## config.mk

```make
export PLATFORM = sky130hd
export DESIGN_NAME = cla_word_sequencer
export DESIGN_NICKNAME = d
export VERILOG_FILES = /design/src/rtl/cla_word_sequencer.sv
export SDC_FILE = /design/constraint.sdc
export NUM_CORES = 1
export LEC_CHECK = 0
export BUFFER_PORTS_ARGS = -buffer_cell sky130_fd_sc_hd__buf_2
export CORE_UTILIZATION = 50
export CTS_CLUSTER_SIZE = 25
export DETAILED_ROUTE_END_ITERATION = 10
export PLACE_DENSITY = 0.8
export SETUP_SLACK_MARGIN = 0.1
export SYNTH_ARGS = -nofsm -noshare
export SYNTH_HDL_FRONTEND = slang
export SYNTH_SLANG_ARGS = --single-unit
```

## constraint.sdc

```tcl
create_clock -name clk -period 3.15 [get_ports clk]
set_input_delay 0 -clock clk [delete_from_list [all_inputs] [get_ports clk]]
set_output_delay 0 -clock clk [all_outputs]
set_load 0.005 [all_outputs]
```

## src/rtl/cla_word_sequencer.sv

```systemverilog
// cla_word_sequencer: multi-cycle controller for one shared NBIT-wide CLA slice.
// Accepts a wide operand pair, feeds the slice one word per cycle (LSW first)
// while chaining the carry, and returns the registered wide sum and carry-out.
// Optional feature macro: SIGNED_OVF_EN adds a registered signed-overflow flag (ovf).
module cla_word_sequencer #(
    parameter int unsigned NBIT   = 4,
    parameter int unsigned NWORDS = 4
) (
    input  logic                     clk,
    input  logic                     rst,
    input  logic                     in_valid,
    output logic                     in_ready,
    input  logic [NBIT*NWORDS-1:0]   op_a,
    input  logic [NBIT*NWORDS-1:0]   op_b,
    input  logic                     op_cin,
    output logic                     out_valid,
    input  logic                     out_ready,
    output logic [NBIT*NWORDS-1:0]   sum,
    output logic                     cout,
    output logic                     busy,
    output logic [NBIT-1:0]          add_a,
    output logic [NBIT-1:0]          add_b,
    output logic                     add_cin,
    input  logic [NBIT-1:0]          add_sum,
    input  logic                     add_cout
`ifdef SIGNED_OVF_EN
    ,
    output logic                     ovf
`endif
);

    localparam int unsigned W    = NBIT * NWORDS;
    localparam int unsigned IDXW = (NWORDS > 1) ? $clog2(NWORDS) : 1;

    typedef enum logic [1:0] {
        S_IDLE = 2'd0,
        S_RUN  = 2'd1,
        S_DONE = 2'd2
    } state_e;

    state_e            state_q, state_d;
    logic [IDXW-1:0]   idx_q;
    logic [W-1:0]      a_q;
    logic [W-1:0]      b_q;
    logic              carry_q;
    logic [W-1:0]      sum_q;
    logic              cout_q;
    logic              accept;
    logic              last_word;

    assign accept    = (state_q == S_IDLE) && in_valid;
    assign last_word = (idx_q == IDXW'(NWORDS - 1));

    // State register
    always_ff @(posedge clk) begin
        if (rst) begin
            state_q <= S_IDLE;
        end else begin
            state_q <= state_d;
        end
    end

    // Next-state logic: IDLE -> RUN -> DONE -> IDLE
    always_comb begin
        state_d = state_q;
        case (state_q)
            S_IDLE:  if (in_valid)  state_d = S_RUN;
            S_RUN:   if (last_word) state_d = S_DONE;
            S_DONE:  if (out_ready) state_d = S_IDLE;
            default: state_d = S_IDLE;
        endcase
    end

    // Handshake flags decoded from state; slice inputs driven only in RUN
    always_comb begin
        in_ready  = 1'b0;
        out_valid = 1'b0;
        busy      = 1'b0;
        add_a     = '0;
        add_b     = '0;
        add_cin   = 1'b0;
        case (state_q)
            S_IDLE: in_ready = 1'b1;
            S_RUN: begin
                busy    = 1'b1;
                add_a   = a_q[idx_q*NBIT +: NBIT];
                add_b   = b_q[idx_q*NBIT +: NBIT];
                add_cin = carry_q;
            end
            S_DONE: begin
                busy      = 1'b1;
                out_valid = 1'b1;
            end
            default: ;
        endcase
    end

    // Operand capture, per-word sum write-back and carry chaining
    always_ff @(posedge clk) begin
        if (rst) begin
            idx_q   <= '0;
            a_q     <= '0;
            b_q     <= '0;
            carry_q <= 1'b0;
            sum_q   <= '0;
            cout_q  <= 1'b0;
        end else if (accept) begin
            idx_q   <= '0;
            a_q     <= op_a;
            b_q     <= op_b;
            carry_q <= op_cin;
            sum_q   <= '0;
        end else if (state_q == S_RUN) begin
            sum_q[idx_q*NBIT +: NBIT] <= add_sum;
            carry_q                   <= add_cout;
            if (last_word) begin
                cout_q <= add_cout;
            end else begin
                idx_q <= idx_q + IDXW'(1);
            end
        end
    end

`ifdef SIGNED_OVF_EN
    logic ovf_q;

    // Signed overflow: operands share a sign that the top result bit does not
    always_ff @(posedge clk) begin
        if (rst) begin
            ovf_q <= 1'b0;
        end else if (accept) begin
            ovf_q <= 1'b0;
        end else if ((state_q == S_RUN) && last_word) begin
            ovf_q <= (a_q[W-1] == b_q[W-1]) && (add_sum[NBIT-1] != a_q[W-1]);
        end
    end

    assign ovf = ovf_q;
`endif

    assign sum  = sum_q;
    assign cout = cout_q;

endmodule

```

# Word-level counts from Yosys, hierarchy flattened
# Index checks and enable logic that the tools add are counted.
# word_totals
output_inout_bits	29
input_bits	42
wordCells	42
memories	0
mem_bits_ro	0
regBits	54
ram_bits	0
latch_bits	0
# op_classes
div	0
n_addsub	2
reduce_logical	8
eq_ne	6
multipliers	0
muxes	13
n_bitwise	2
magnitude_cmp	0
n_shift	4
# op_table
cell	count
4-bit negation with 34-bit output	1
4-bit by 34-bit variable shift with 16-bit output, first input constant	1
4-bit by 34-bit indexed part select with 16-bit output	1
16-bit by 5-bit indexed part select with 4-bit output	2
16-bit bitwise mux	1
4-bit two-way mux	2
1-bit two-way mux	6
2-bit two-way mux	3
2-bit != test, second input constant	3
2-bit one-hot mux with 3 select lines	1
3-bit AND reduction	2
2-bit equality test, second input constant	2
2-bit OR reduction	2
2-bit by 1-bit adder with 2-bit output, second input constant	1
2-bit by 1-bit equality test with 1-bit output, second input constant	1
2-bit zero test	1
1-bit NOT	2
2-bit AND reduction	1
2-bit nonzero test	1
1-bit logical AND	1

# Longest topological paths before layout
# Gate-level depths: netlist of run 1.
# depth
ltp_word	4
ltp_mapped	8
mapped_depth_nobuf	5

# Worst setup path before layout of run 1
# No wires, ideal clock.
# synth_timing
path_kind	reg2reg
startpoint	register idx_q[1]
endpoint	register sum_q[10] (netlist: sum[10])
required_time_ns	3.033
setup_time_ns	0.117
path_buffers	2
synth_period_minus_slack_ns	1.842
stages_incl_launch_ff	8
slack_ns	1.308
t_arrival_ns	1.725
path_cell_list	dfxtp_1 clkbuf_1 inv_1 ha_1 and4bb_2 buf_2 a32oi_1 nor2_1
# synth_between
elab_chain_len	3
elab_cells_between_ends	4
cone_classes	add/sub: 1; shift: 2; mux: 1
# synth_rtl
item	line_no	rtl
start, declared	42	logic [IDXW-1:0] idx_q;
start signal, assigned	119	idx_q <= idx_q + IDXW'(1);
4-bit negation with 34-bit output (*)	114	sum_q[idx_q*NBIT +: NBIT] <= add_sum;
4-bit by 34-bit indexed part select with 16-bit output or 4-bit by 34-bit variable shift with 16-bit output (tied branches)	114	
16-bit bitwise mux (*)	114	
end signal, assigned by index	114	
end, declared	46	logic [W-1:0] sum_q;
# Every way passes the cells marked *; elsewhere a longest branch is shown, timed or not.
# A chain may end at the register's enable or synchronous reset.

# Final worst setup path of run 1
# layout_timing
startpoint	register idx_q[0]
endpoint	output add_a[2]
# layout_between
elab_chain_len	2
# layout_rtl
item	line_no	rtl
16-bit by 5-bit indexed part select with 4-bit output	86	add_a = a_q[idx_q*NBIT +: NBIT];
4-bit two-way mux	82	case (state_q)
end, declared	21	output logic [NBIT-1:0] add_a,
# No other way between the ends.

==> results.tsv, run 1 <==
stage	metric	value	unit
status	outcome	completed	
routing	DR vias	2316	
pwr	Gate power share	29.2	%
sta	worst hold margin	0.008444	ns
global_route	vias in the first global route	2249	
floorplanning	Die Ht	71.79	um
critical_path	Slowest Stage Delay on Critical Path	0.68	ns
layout	P&R area growth vs syn	31.71	%
clock_tree	root buffer cell	clkbuf_8	
layout	layout cell share with drive strength beyond 1	23.06	%
critical_path	Crit path required time	3.15	ns
clock_tree	H-tree depth	2	
pwr	Net Switching	0.5370	mW
floorplanning	FP Rows	25	
placement	Placement Cell Area	2780	um2
clock_tree	clock-pin slew on the worst setup and hold paths	0.10	ns
placement	Buffers on Ports	70	
logic_synthesis	top area cells in the synthesized netlist	dfxtp_1 44%, nand2_1 13%, a21oi_1 9.2%	
floorplanning	Starting Density	51.89	%
pwr	internal power	1.119	mW
worst_hold_path	worst hold path class	in2reg	
critical_path	Setup Crit Path Kind	reg2out	
floorplanning	core area	4692	um2
layout	fin nets	424	
layout	# fillers	362	
logic_synthesis	Mapped Nets	329	
worst_hold_path	Hold Path Cell Cnt	3	
sta	fmax	484.5	MHz
sta	Max-slew headroom	56.09	%
critical_path	Setup crit start kind	register	
routing	Iteration-0 DRC Markers	128	
global_route	first-pass GRT wire length	9618	um
global_route	GRT overflow	0	
logic_synthesis	Synth area leader	dfxtp_1	
placement	gpl congestion	0.7543	
sta	worst-margin pin slew	0.6586	ns
clock_tree	clock sinks	54	
floorplanning	Die Area	5153	um2
critical_path	worst path arrival time	2.06	ns
pwr	Seq pwr share	47.9	%
routing	drt wl/cell	13.71	um
logic_synthesis	syn_area_per_cell	8.790	um2
flow_run	max-cap violation count	0	
clock_tree	CTS tree	yes	
layout	number of diodes	0	
sta	RSZ-0062 raised after global routing	no	
sta	max-slew violations	0	
sta	Worst Clk Skew	0.005880	ns
logic_synthesis	Synth Cell Area	2435	um2
logic_synthesis	Synth cell types	28	
global_route	pin count of the biggest net entering global routing	39	
pwr	PwrDens	516.4	nW/um2
critical_path	Critical Path End Type	output port	
clock_tree	Bufs on Longest Clock Path	2	
layout	most common cell after layout, fill and taps aside	nand2_1	
logic_synthesis	EDFF count, synth	0	
floorplanning	Die Wd	71.79	um
critical_path	top fanout value on the critical path	11	
layout	area of the multi-input gates	1232	um2
pwr	Clk network pwr share	22.9	%
logic_synthesis	FF+latch count, synth	54	
logic_synthesis	part of the Yosys area used for sequential elements	44.40	%
sta	Setup TNS	0	ns
pwr	Sw Share	32.43	%
routing	DR DRC count	0	
layout	most frequent cells in the layout	82 x nand2_1, 70 x buf_2, 54 x dfxtp_1, 45 x a21oi_1, 34 x dlygate4sd3_1	
global_route	total track usage	23.91	%
sta	final worst path period share	65.52	%
clock_tree	number of buffers created by CTS	5	
sta	endpoints failing hold	0	
pwr	Max rail drop VDD	389.8	uV
pwr	Leak	1.372	nW
logic_synthesis	Post-synth top flop	dfxtp_1	
logic_synthesis	Mapped Cells	277	
floorplanning	I/O pin total	71	
global_route	initial antenna violation count	0	
routing	DR vias/cell	5.424	
critical_path	R2R cell count	5	
logic_synthesis	top-area cell type share of the netlist area	44.40	%
critical_path	slowest CP cell	dfxtp_1	
clock_tree	post-CTS setup buffers	0	
routing	ANT nets after route	0	
layout	FF+latch area	1081	um2
placement	dpl hpwl	3733	um
layout	post-layout util	68.35	%
sta	Final Setup Violations	0	
routing	final wirelength	5854	um
logic_synthesis	Post-synth ARST share	0	%
critical_path	crit-path cells	buf_4 -> mux4_2 -> and2_1 -> buf_2	
sta	post-route minimum period	2.064	ns
layout	fin area	3207	um2
logic_synthesis	Yosys warnings	0	
clock_tree	clock latency at the later pin of the worst-skew pair	0.30	ns
routing	1st-pass router iterations	4	
[power by group through the flow]
stage               combinational (mW)  clock, mW  sequential (mW)
floorplan                        0.349          0            0.788
global placement                 0.436          0            0.804
detailed placement               0.444          0            0.808
CTS                              0.477      0.384            0.792
global route                     0.540      0.418            0.802
finish                           0.484      0.379            0.793
[metrics by stage]
stage / power (mW) / setup slack [ns] / instances
2_1_floorplan: 1.137 / 1.308 / 277
3_3_place_gp: 1.239 / 1.227 / 385
3_5_place_dp: 1.251 / 1.160 / 385
4_1_cts: 1.653 / 1.084 / 427
5_1_grt: 1.760 / 0.8879 / 427
6_report: 1.656 / 1.086 / 427
[state kept, by name, summed over array words and instances, names as in the netlist]
register  flops
a_q          16
b_q          16
sum          16
idx_q         2
state_q       2
carry_q       1
cout          1
[critical path, delay by kind of cell (launching register included)]
family                 cells  cell delay, ns
multiplexers               1            0.51
flip-flops                 1            0.68
buffers and inverters      2            0.42
AND/OR/NAND/NOR            1            0.16
[worst paths after layout]
check / from / endpoint / slack (ns)
worst max-delay path: idx_q[0] / add_a[2] / 1.09
worst min-delay path: add_sum[0] / sum[12] / 0.008
worst min register to register: sum[4] / sum[4] / 0.45
worst max register to register: state_q[1] / sum[14] / 1.13
[timing repair]
item,4_1_cts,5_1_grt
setup endpoints to repair,0,0
hold buffers,34,0
gates resized for setup,0,0
endpoints found under the hold margin,34,0
[logic make-up (layout without fill, tap and decap cells)]
| family | after synthesis | in the layout | synth area share, % |
|---|---|---|---|
| and+or+nand+nor | 122 | 122 | 23.43 |
| DFF | 54 | 54 | 44.40 |
| AOI/OAI and AO/OA | 54 | 54 | 12.13 |
| adders and majority gates | 10 | 10 | 5.139 |
| muxes | 11 | 11 | 9.558 |
| xor gates and xnor gates | 1 | 1 | 0.3598 |
| buffers and inverters | 25 | 121 | 4.984 |
[Yosys cell counts, types with 2 or more instances]
cell and n:
nand4_1 13, dfxtp_1 54, nand2_1 82, a32oi_1 4, mux2i_1 3, and2_1 10
nand2b_1 5, clkbuf_1 10, nor2_1 7, mux4_2 2, nor2b_1 2, ha_1 10
a21oi_1 45, inv_1 5, mux4_1 6, buf_2 7
[metal layers]
| metal | global-route usage, % | vias up | routed length (um) |
|---|---|---|---|
| met5 | 0 | - | 0 |
| met4 | 10.68 | 0 | 143 |
| met3 | 6.470 | 17 | 383 |
| met2 | 40.15 | 100 | 2837 |
| met1 | 28.69 | 1062 | 2490 |
| li1 | - | 1137 | - |
[layout make-up]
cell class | count | share of cell area (%)
clock buffer | 6 | 2.263
multi-input combinational | 198 | 38.43
sequential | 54 | 33.71
inverter | 5 | 0.5853
timing repair buffer | 108 | 22.47
clock inverter | 2 | 0.4292
tap | 54 | 2.107
No activity file was read; power rests on OpenSTA's default activity.
==> run 2: changes to the inputs <==
--- a/config.mk
+++ b/config.mk
@@ -5,11 +5,12 @@
 export SDC_FILE = /design/constraint.sdc
 export NUM_CORES = 1
 export LEC_CHECK = 0
+export ABC_AREA = 1
 export BUFFER_PORTS_ARGS = -buffer_cell sky130_fd_sc_hd__buf_2
-export CORE_UTILIZATION = 50
+export CORE_UTILIZATION = 47
 export CTS_CLUSTER_SIZE = 25
 export DETAILED_ROUTE_END_ITERATION = 10
-export PLACE_DENSITY = 0.8
+export PLACE_DENSITY = 0.79
 export SETUP_SLACK_MARGIN = 0.1
 export SYNTH_ARGS = -nofsm -noshare
 export SYNTH_HDL_FRONTEND = slang
==> constraint.sdc (replaced) <==
create_clock -name clk -period 1.8 [get_ports clk]
set_input_delay 0 -clock clk [delete_from_list [all_inputs] [get_ports clk]]
set_output_delay 0 -clock clk [all_outputs]
set_load 0.005 [all_outputs]
==> run 2 against run 1 <==
  * Worst hold slack improved by 0.023 ns
  * Setup slack worse by 0.82 ns
  * Clock skew increased by 0.0065 ns
  * Synthesized cell count grew 28%
  * Core utilization decreased by 1.5 points
  * Power grew 82%
  * Sequential cell count unchanged
  * Die area increased by 11%
  * Count of clock-buffer cells in the layout fell by 1
  * Critical path type is now reg2reg
==> results.tsv, run 2 <==
stage	metric	value	unit	change
flow_run	max-cap violation count	0		unchanged
floorplanning	FP Rows	26		+4.0%
logic_synthesis	Yosys warnings	0		unchanged
placement	gpl congestion	0.8780		+16%
critical_path	top fanout value on the critical path	29		+18
layout	post-layout util	66.82	%	-1.5 points
logic_synthesis	syn_area_per_cell	7.151	um2	-19%
logic_synthesis	post-synthesis xor/xnor area fraction	0	%	-0.36 points
clock_tree	H-tree depth	2		unchanged
placement	Buffers on Ports	70		unchanged
logic_synthesis	simple-gate area share of the yosys netlist	26.91	%	+3.5 points
sta	max-slew violations	0		unchanged
routing	Iteration-0 DRC Markers	111		-13%
global_route	initial antenna violation count	0		unchanged
floorplanning	I/O pin total	71		unchanged
floorplanning	Die Ht	75.50	um	+5.2%
routing	1st-pass router iterations	4		unchanged
sta	worst-margin pin slew	0.4667	ns	-0.1919 ns
clock_tree	CTS tree	yes		
layout	fin area	3435	um2	+7.1%
global_route	first-pass GRT wire length	10030	um	+4.2%
floorplanning	Starting Density	49.39	%	-2.5 points
global_route	met1 usage	28.09	%	-0.59 points
logic_synthesis	Synth Cell Area	2539	um2	+4.3%
critical_path	Setup crit start kind	register		
global_route	GRT overflow	0		unchanged
placement	dpl cells	484		+26%
sta	fmax	653.1	MHz	
clock_tree	clock-pin slew on the worst setup and hold paths	0.09	ns	about the same
routing	ANT nets after route	0		unchanged
sta	endpoints failing hold	0		unchanged
logic_synthesis	Post-synth top flop	dfxtp_1		
layout	FF+latch area	1081	um2	unchanged
routing	final wirelength	6247	um	+6.7%
routing	DR vias/cell	4.883		-10%
sta	Worst Clk Skew	0.01234	ns	+0.006461 ns
global_route	GRT busiest layer	met2		
critical_path	Crit Reg-Reg Startpoint	idx_q[0]		
logic_synthesis	top area cells in the synthesized netlist	dfxtp_1 43%, nor2_1 13%, nand2_1 8.1%		
layout	fin nets	511		+21%
logic_synthesis	EDFF count, synth	0		unchanged
sta	Final Setup Violations	0		unchanged
sta	RSZ-0062 raised after global routing	yes		
global_route	pin count of the biggest net entering global routing	43		+10%
layout	final non-filler cell total	530		+24%
critical_path	slowest CP cell	dfxtp_1		
logic_synthesis	Synth Area in Compound Gates	16.95	%	+4.8 points
layout	most frequent cells in the layout	90 x nor2_1, 70 x buf_2, 55 x nand2_1, 54 x dfxtp_1		
placement	dpl hpwl	3894	um	+4.3%
sta	final worst path period share	85.06	%	
layout	area of the multi-input gates	1251	um2	+1.5%
floorplanning	core area	5140	um2	+9.5%
clock_tree	number of buffers created by CTS	5		unchanged
worst_hold_path	worst hold path class	in2reg		
logic_synthesis	mux contribution to synthesized area	0	%	-9.6 points
clock_tree	clock latency at the later pin of the worst-skew pair	0.32	ns	+0.02 ns
sta	Max-slew headroom	68.84	%	+13 points
global_route	met3 usage	4.894	%	-1.6 points
critical_path	Critical Path End Type	register		
sta	post-route minimum period	1.531	ns	
clock_tree	Bufs on Longest Clock Path	2		unchanged
status	outcome	completed		
routing	DR vias	2588		+12%
global_route	total track usage	23.16	%	-0.74 points
critical_path	Setup Crit Path Kind	reg2reg		
floorplanning	Die Area	5700	um2	+11%
layout	most common cell after layout, fill and taps aside	nor2_1		
critical_path	Slowest Stage Delay on Critical Path	0.35	ns	-0.33 ns
routing	drt wl/cell	11.79	um	-14%
logic_synthesis	Synth area leader	dfxtp_1		
critical_path	worst setup path start	idx_q[0]		
layout	P&R area growth vs syn	35.29	%	
pwr	Max rail drop VDD	580.4	uV	+49%
critical_path	crit-path cells	buf_4 -> ha_1 -> nand2_4 -> nor3_2 -> nand2_1 -> a21oi_1		
logic_synthesis	Mapped Nets	407		+24%
clock_tree	clock sinks	54		unchanged
critical_path	worst path arrival time	1.77	ns	-0.29 ns
logic_synthesis	Post-synth top cells	90 x nor2_1, 55 x nand2_1, 54 x dfxtp_1		
global_route	vias in the first global route	2319		+3.1%
logic_synthesis	Synth cell types	25		-11%
placement	Placement Cell Area	2899	um2	+4.3%
clock_tree	root buffer cell	clkbuf_8		
logic_synthesis	largest family of logic cells by synthesized area	simple AND/OR/NAND/NOR gates		
critical_path	Crit path required time	2.04	ns	-1.11 ns
pwr	Leak	1.558	nW	+14%
layout	# fillers	453		+25%
logic_synthesis	part of the Yosys area used for sequential elements	42.58	%	-1.8 points
pwr	PwrDens	876.7	nW/um2	+70%
routing	DR DRC count	0		unchanged
sta	Setup TNS	0	ns	unchanged
floorplanning	Die Wd	75.50	um	+5.2%
layout	layout cell share with drive strength beyond 1	21.74	%	-1.3 points
logic_synthesis	Adder-Cell Fraction of Synth Area	4.929	%	-0.21 points
worst_hold_path	hold path start	add_sum[3]		
logic_synthesis	FF+latch count, synth	54		unchanged
logic_synthesis	top-area cell type share of the netlist area	42.58	%	-1.8 points
global_route	met2 Track Usage GR	41.37	%	+1.2 points
logic_synthesis	Mapped Cells	355		+28%
layout	number of diodes	0		unchanged
logic_synthesis	Post-synth ARST share	0	%	unchanged
logic_synthesis	most common cell in the synthesized netlist	nor2_1		
==> run 2: cell families after synthesis <==
| logic type | Yosys count |
|---|---|
| AND/OR/NAND/NOR | 162 |
| AO/OA/AOI/OAI | 86 |
| flip-flops | 54 |
| buffers and inverters | 43 |
| adder cells (fa/ha/maj) | 10 |
==> run 2: timing repair <==
item	in CTS	in global routing
setup buffers	0	0
pin swaps	0	0
hold endpoints to repair	38	0
hold buffers	38	0
endpoints found under the setup margin	8	5
gates resized for setup	2	2
==> run 2: layout make-up <==
type | instances | area share (%)
multi-input combinational | 258 | 36.43
timing repair buffer | 113 | 22.48
inverter | 27 | 3.060
sequential | 54 | 31.48
tap | 70 | 2.550
clock inverter | 3 | 2.004
clock buffer | 5 | 2.004
==> run 2: worst paths after layout <==
kind | cells past startpoint | slack [ns] | end
worst max-delay path | 6 | 0.27 | sum[12]
worst min-delay path | 3 | 0.03 | sum[11]
worst max register to register | 6 | 0.27 | sum[12]
worst min register to register | 2 | 0.46 | a_q[7]
==> run 2: worst max-delay path, delay by kind of cell, from the launching register on <==
| kind | cells | cell delay [ns] |
|---|---|---|
| adders and majority gates | 1 | 0.25 |
| and+or+nand+nor | 3 | 0.41 |
| DFF | 1 | 0.35 |
| AOI/OAI and AO/OA | 1 | 0.13 |
| buffers and inverters | 1 | 0.32 |
==> run 2: metrics by stage <==
stage,worst slack [ns],hold slack (ns),power [mW]
3_5_place_dp,0.1360,0.2448,1.992
3_3_place_gp,0.1889,0.2359,1.978
4_1_cts,0.1963,0.01821,3.005
2_1_floorplan,0.1844,0.06907,1.833
6_report,0.2689,0.03099,3.011
5_1_grt,0.08785,0.02234,3.187
==> run 2: layer usage <==
layer  share of wire [%]  wire length [um]
met5                   0                 0
met4                0.85                53
met3                 6.1               378
met2                  50              3119
met1                  43              2696
==> run 2: power by group <==
group / switching (mW) / internal, mW
Sequential: 0.0469 / 1.29
Combinational: 0.421 / 0.287
Clock: 0.405 / 0.557
Total: 0.873 / 2.14
==> run 3: changes to the inputs <==
--- a/config.mk
+++ b/config.mk
@@ -11,6 +11,7 @@
 export CTS_CLUSTER_SIZE = 25
 export DETAILED_ROUTE_END_ITERATION = 10
 export PLACE_DENSITY = 0.79
+export REMOVE_ABC_BUFFERS = 1
 export SETUP_SLACK_MARGIN = 0.1
 export SYNTH_ARGS = -nofsm -noshare
 export SYNTH_HDL_FRONTEND = slang
==> run 3 against run 2 <==
  * Register-to-register slack got worse by 0.09 ns
  * Sequential power about the same
  * Die area unchanged
  * Sequential share of layout area increased by 0.31 points
  * Combinational power is 2% lower
  * First-iteration DRC count shrank 12%
  * Non-clock buffer count is 1 lower
  * Setup slack worse by 0.092 ns
  * Sequential cell count is the same
  * Critical path type unchanged
  * Critical endpoint unchanged
==> results.tsv, run 3 (synthesis gave the netlist of run 2 again) <==
stage	metric	value	unit	change
routing	DR DRC count	0		unchanged
sta	final worst path period share	90.19	%	+5.1 points
sta	worst-margin pin slew	0.4776	ns	+0.01089 ns
layout	FF+latch area	1081	um2	unchanged
pwr	overall power	2.858	mW	-5.1%
sta	Worst Clk Skew	0.004212	ns	-0.008129 ns
clock_tree	number of buffers created by CTS	5		unchanged
critical_path	worst path arrival time	1.82	ns	+0.05 ns
placement	Buffers on Ports	70		unchanged
sta	max-slew violations	0		unchanged
critical_path	Setup Crit Path Kind	reg2reg		
layout	final non-filler cell total	529		-0.19%
status	outcome	completed		
sta	RSZ-0062 raised after global routing	yes		
placement	dpl cells	482		-0.41%
critical_path	worst setup path start	state_q[0]		
clock_tree	clock-pin slew on the worst setup and hold paths	0.10	ns	about the same
routing	drt wl/cell	11.74	um	-0.39%
floorplanning	Die Area	5700	um2	unchanged
routing	DR vias	2542		-1.8%
clock_tree	CTS tree	yes		
critical_path	Slowest Stage Delay on Critical Path	0.35	ns	about the same
floorplanning	FP Rows	26		unchanged
sta	endpoints failing hold	0		unchanged
floorplanning	Die Wd	75.50	um	unchanged
routing	1st-pass router iterations	4		unchanged
critical_path	Crit Reg-Reg Startpoint	state_q[0]		
pwr	PwrDens	840.4	nW/um2	-4.1%
global_route	first-pass GRT wire length	10230	um	+2.0%
layout	post-layout util	66.16	%	-0.66 points
layout	P&R area growth vs syn	33.96	%	
pwr	Max rail drop VDD	447.2	uV	-23%
critical_path	Setup crit start kind	register		
global_route	GRT overflow	0		unchanged
critical_path	FF-to-FF setup slack	0.18	ns	-0.09 ns
sta	worst hold margin	0.1015	ns	+0.07050 ns
sta	Setup TNS	0	ns	unchanged
placement	gpl congestion	0.8338		-5.0%
critical_path	Critical Path Sink	sum[12]		
global_route	total track usage	23.68	%	+0.51 points
floorplanning	I/O pin total	71		unchanged
critical_path	R2R cell count	7		+1
pwr	Leak	1.542	nW	-1.0%
critical_path	slowest CP cell	dfxtp_1		
floorplanning	Starting Density	49.39	%	unchanged
global_route	met1 usage	28.64	%	+0.55 points
layout	number of diodes	0		unchanged
global_route	met3 usage	3.968	%	-0.93 points
flow_run	max-cap violation count	0		unchanged
routing	final wirelength	6211	um	-0.58%
clock_tree	clock latency at the later pin of the worst-skew pair	0.31	ns	about the same
clock_tree	H-tree depth	2		unchanged
critical_path	Reg-to-Reg End	sum[12]		
sta	fmax	616.0	MHz	-5.7%
critical_path	top fanout value on the critical path	27		-6.9%
worst_hold_path	Hold Path Cell Cnt	5		+2
layout	layout cell share with drive strength beyond 1	21.35	%	-0.39 points
global_route	GRT busiest layer	met2		
floorplanning	core area	5140	um2	unchanged
critical_path	Crit path required time	2.00	ns	-0.04 ns
layout	# fillers	492		+8.6%
critical_path	Critical Path End Type	register		
routing	Iteration-0 DRC Markers	98		-12%
clock_tree	root buffer cell	clkbuf_8		
layout	most frequent cells in the layout	90 x nor2_1, 70 x buf_2, 55 x nand2_1, 54 x dfxtp_1, 39 x dlygate4sd3_1		
clock_tree	Bufs on Longest Clock Path	2		unchanged
layout	fin nets	510		-0.20%
sta	Max-slew headroom	68.11	%	-0.73 points
worst_hold_path	worst hold path class	in2reg		
floorplanning	Die Ht	75.50	um	unchanged
global_route	met2 Track Usage GR	42.36	%	+0.99 points
sta	Final Setup Violations	0		unchanged
sta	post-route minimum period	1.623	ns	+0.09230 ns
global_route	pin count of the biggest net entering global routing	35		-19%
layout	area of the multi-input gates	1251	um2	unchanged
routing	ANT nets after route	0		unchanged
clock_tree	clock sinks	54		unchanged
critical_path	crit-path cells	inv_1 -> ha_1 -> nand2_4 -> inv_4 -> nor2_8 -> inv_2 -> a21oi_1		
global_route	initial antenna violation count	0		unchanged
global_route	vias in the first global route	2403		+3.6%
layout	most common cell after layout, fill and taps aside	nor2_1		
placement	dpl hpwl	3861	um	-0.86%
routing	DR vias/cell	4.805		-1.6%
[run 3: final cells by class]
type / instances / share of cell area [%]
multi-input combinational: 258 / 36.79
timing repair buffer: 112 / 22.44
inverter: 27 / 3.091
clock inverter: 3 / 1.288
tap: 70 / 2.575
sequential: 54 / 31.79
clock buffer: 5 / 2.024
[run 3: what timing repair did]
item / in CTS / in global routing
endpoints found under the hold margin: 39 / 0
setup buffers: 0 / 0
gates resized for setup: 2 / 1
endpoints found under the setup margin: 9 / 16
hold buffers: 39 / 0
[run 3: how the worst min path moves through the flow]
stage	startpoint	endpoint	slack, ns
floorplan	rst	cout	0.07
global placement	op_b[0]	b_q[0]	0.24
detailed placement	op_b[1]	b_q[1]	0.24
CTS	out_ready	state_q[1]	0.09
global route	out_ready	state_q[1]	0.12
finish	out_ready	state_q[1]	0.10
[run 3: report_power, final]
group	internal (mW)	switching (mW)
combinational	0.279	0.416
sequential	1.29	0.0450
clock	0.417	0.407
[run 3: per-layer routing]
metal  part of all wire [%]  up-vias
met1                     45     1139
li1                       -     1332
met5                      0        -
met2                     50       66
met3                    4.3        5
met4                    1.1        0
[run 3: metrics by stage]
step	setup slack [ns]	cell area, um2
floorplan	-0.2279	2424
global placement	0.1845	2884
detailed placement	0.1024	2884
CTS	0.1754	3391
global route	0.05288	3401
finish	0.1766	3401
[run 3: critical path: cells and delay by family (launching register included)]
kind	cells	cell delay (ns)
fa+ha+maj	1	0.26
simple gates	2	0.23
compound gates	1	0.07
buf+inv	3	0.59
flops	1	0.35
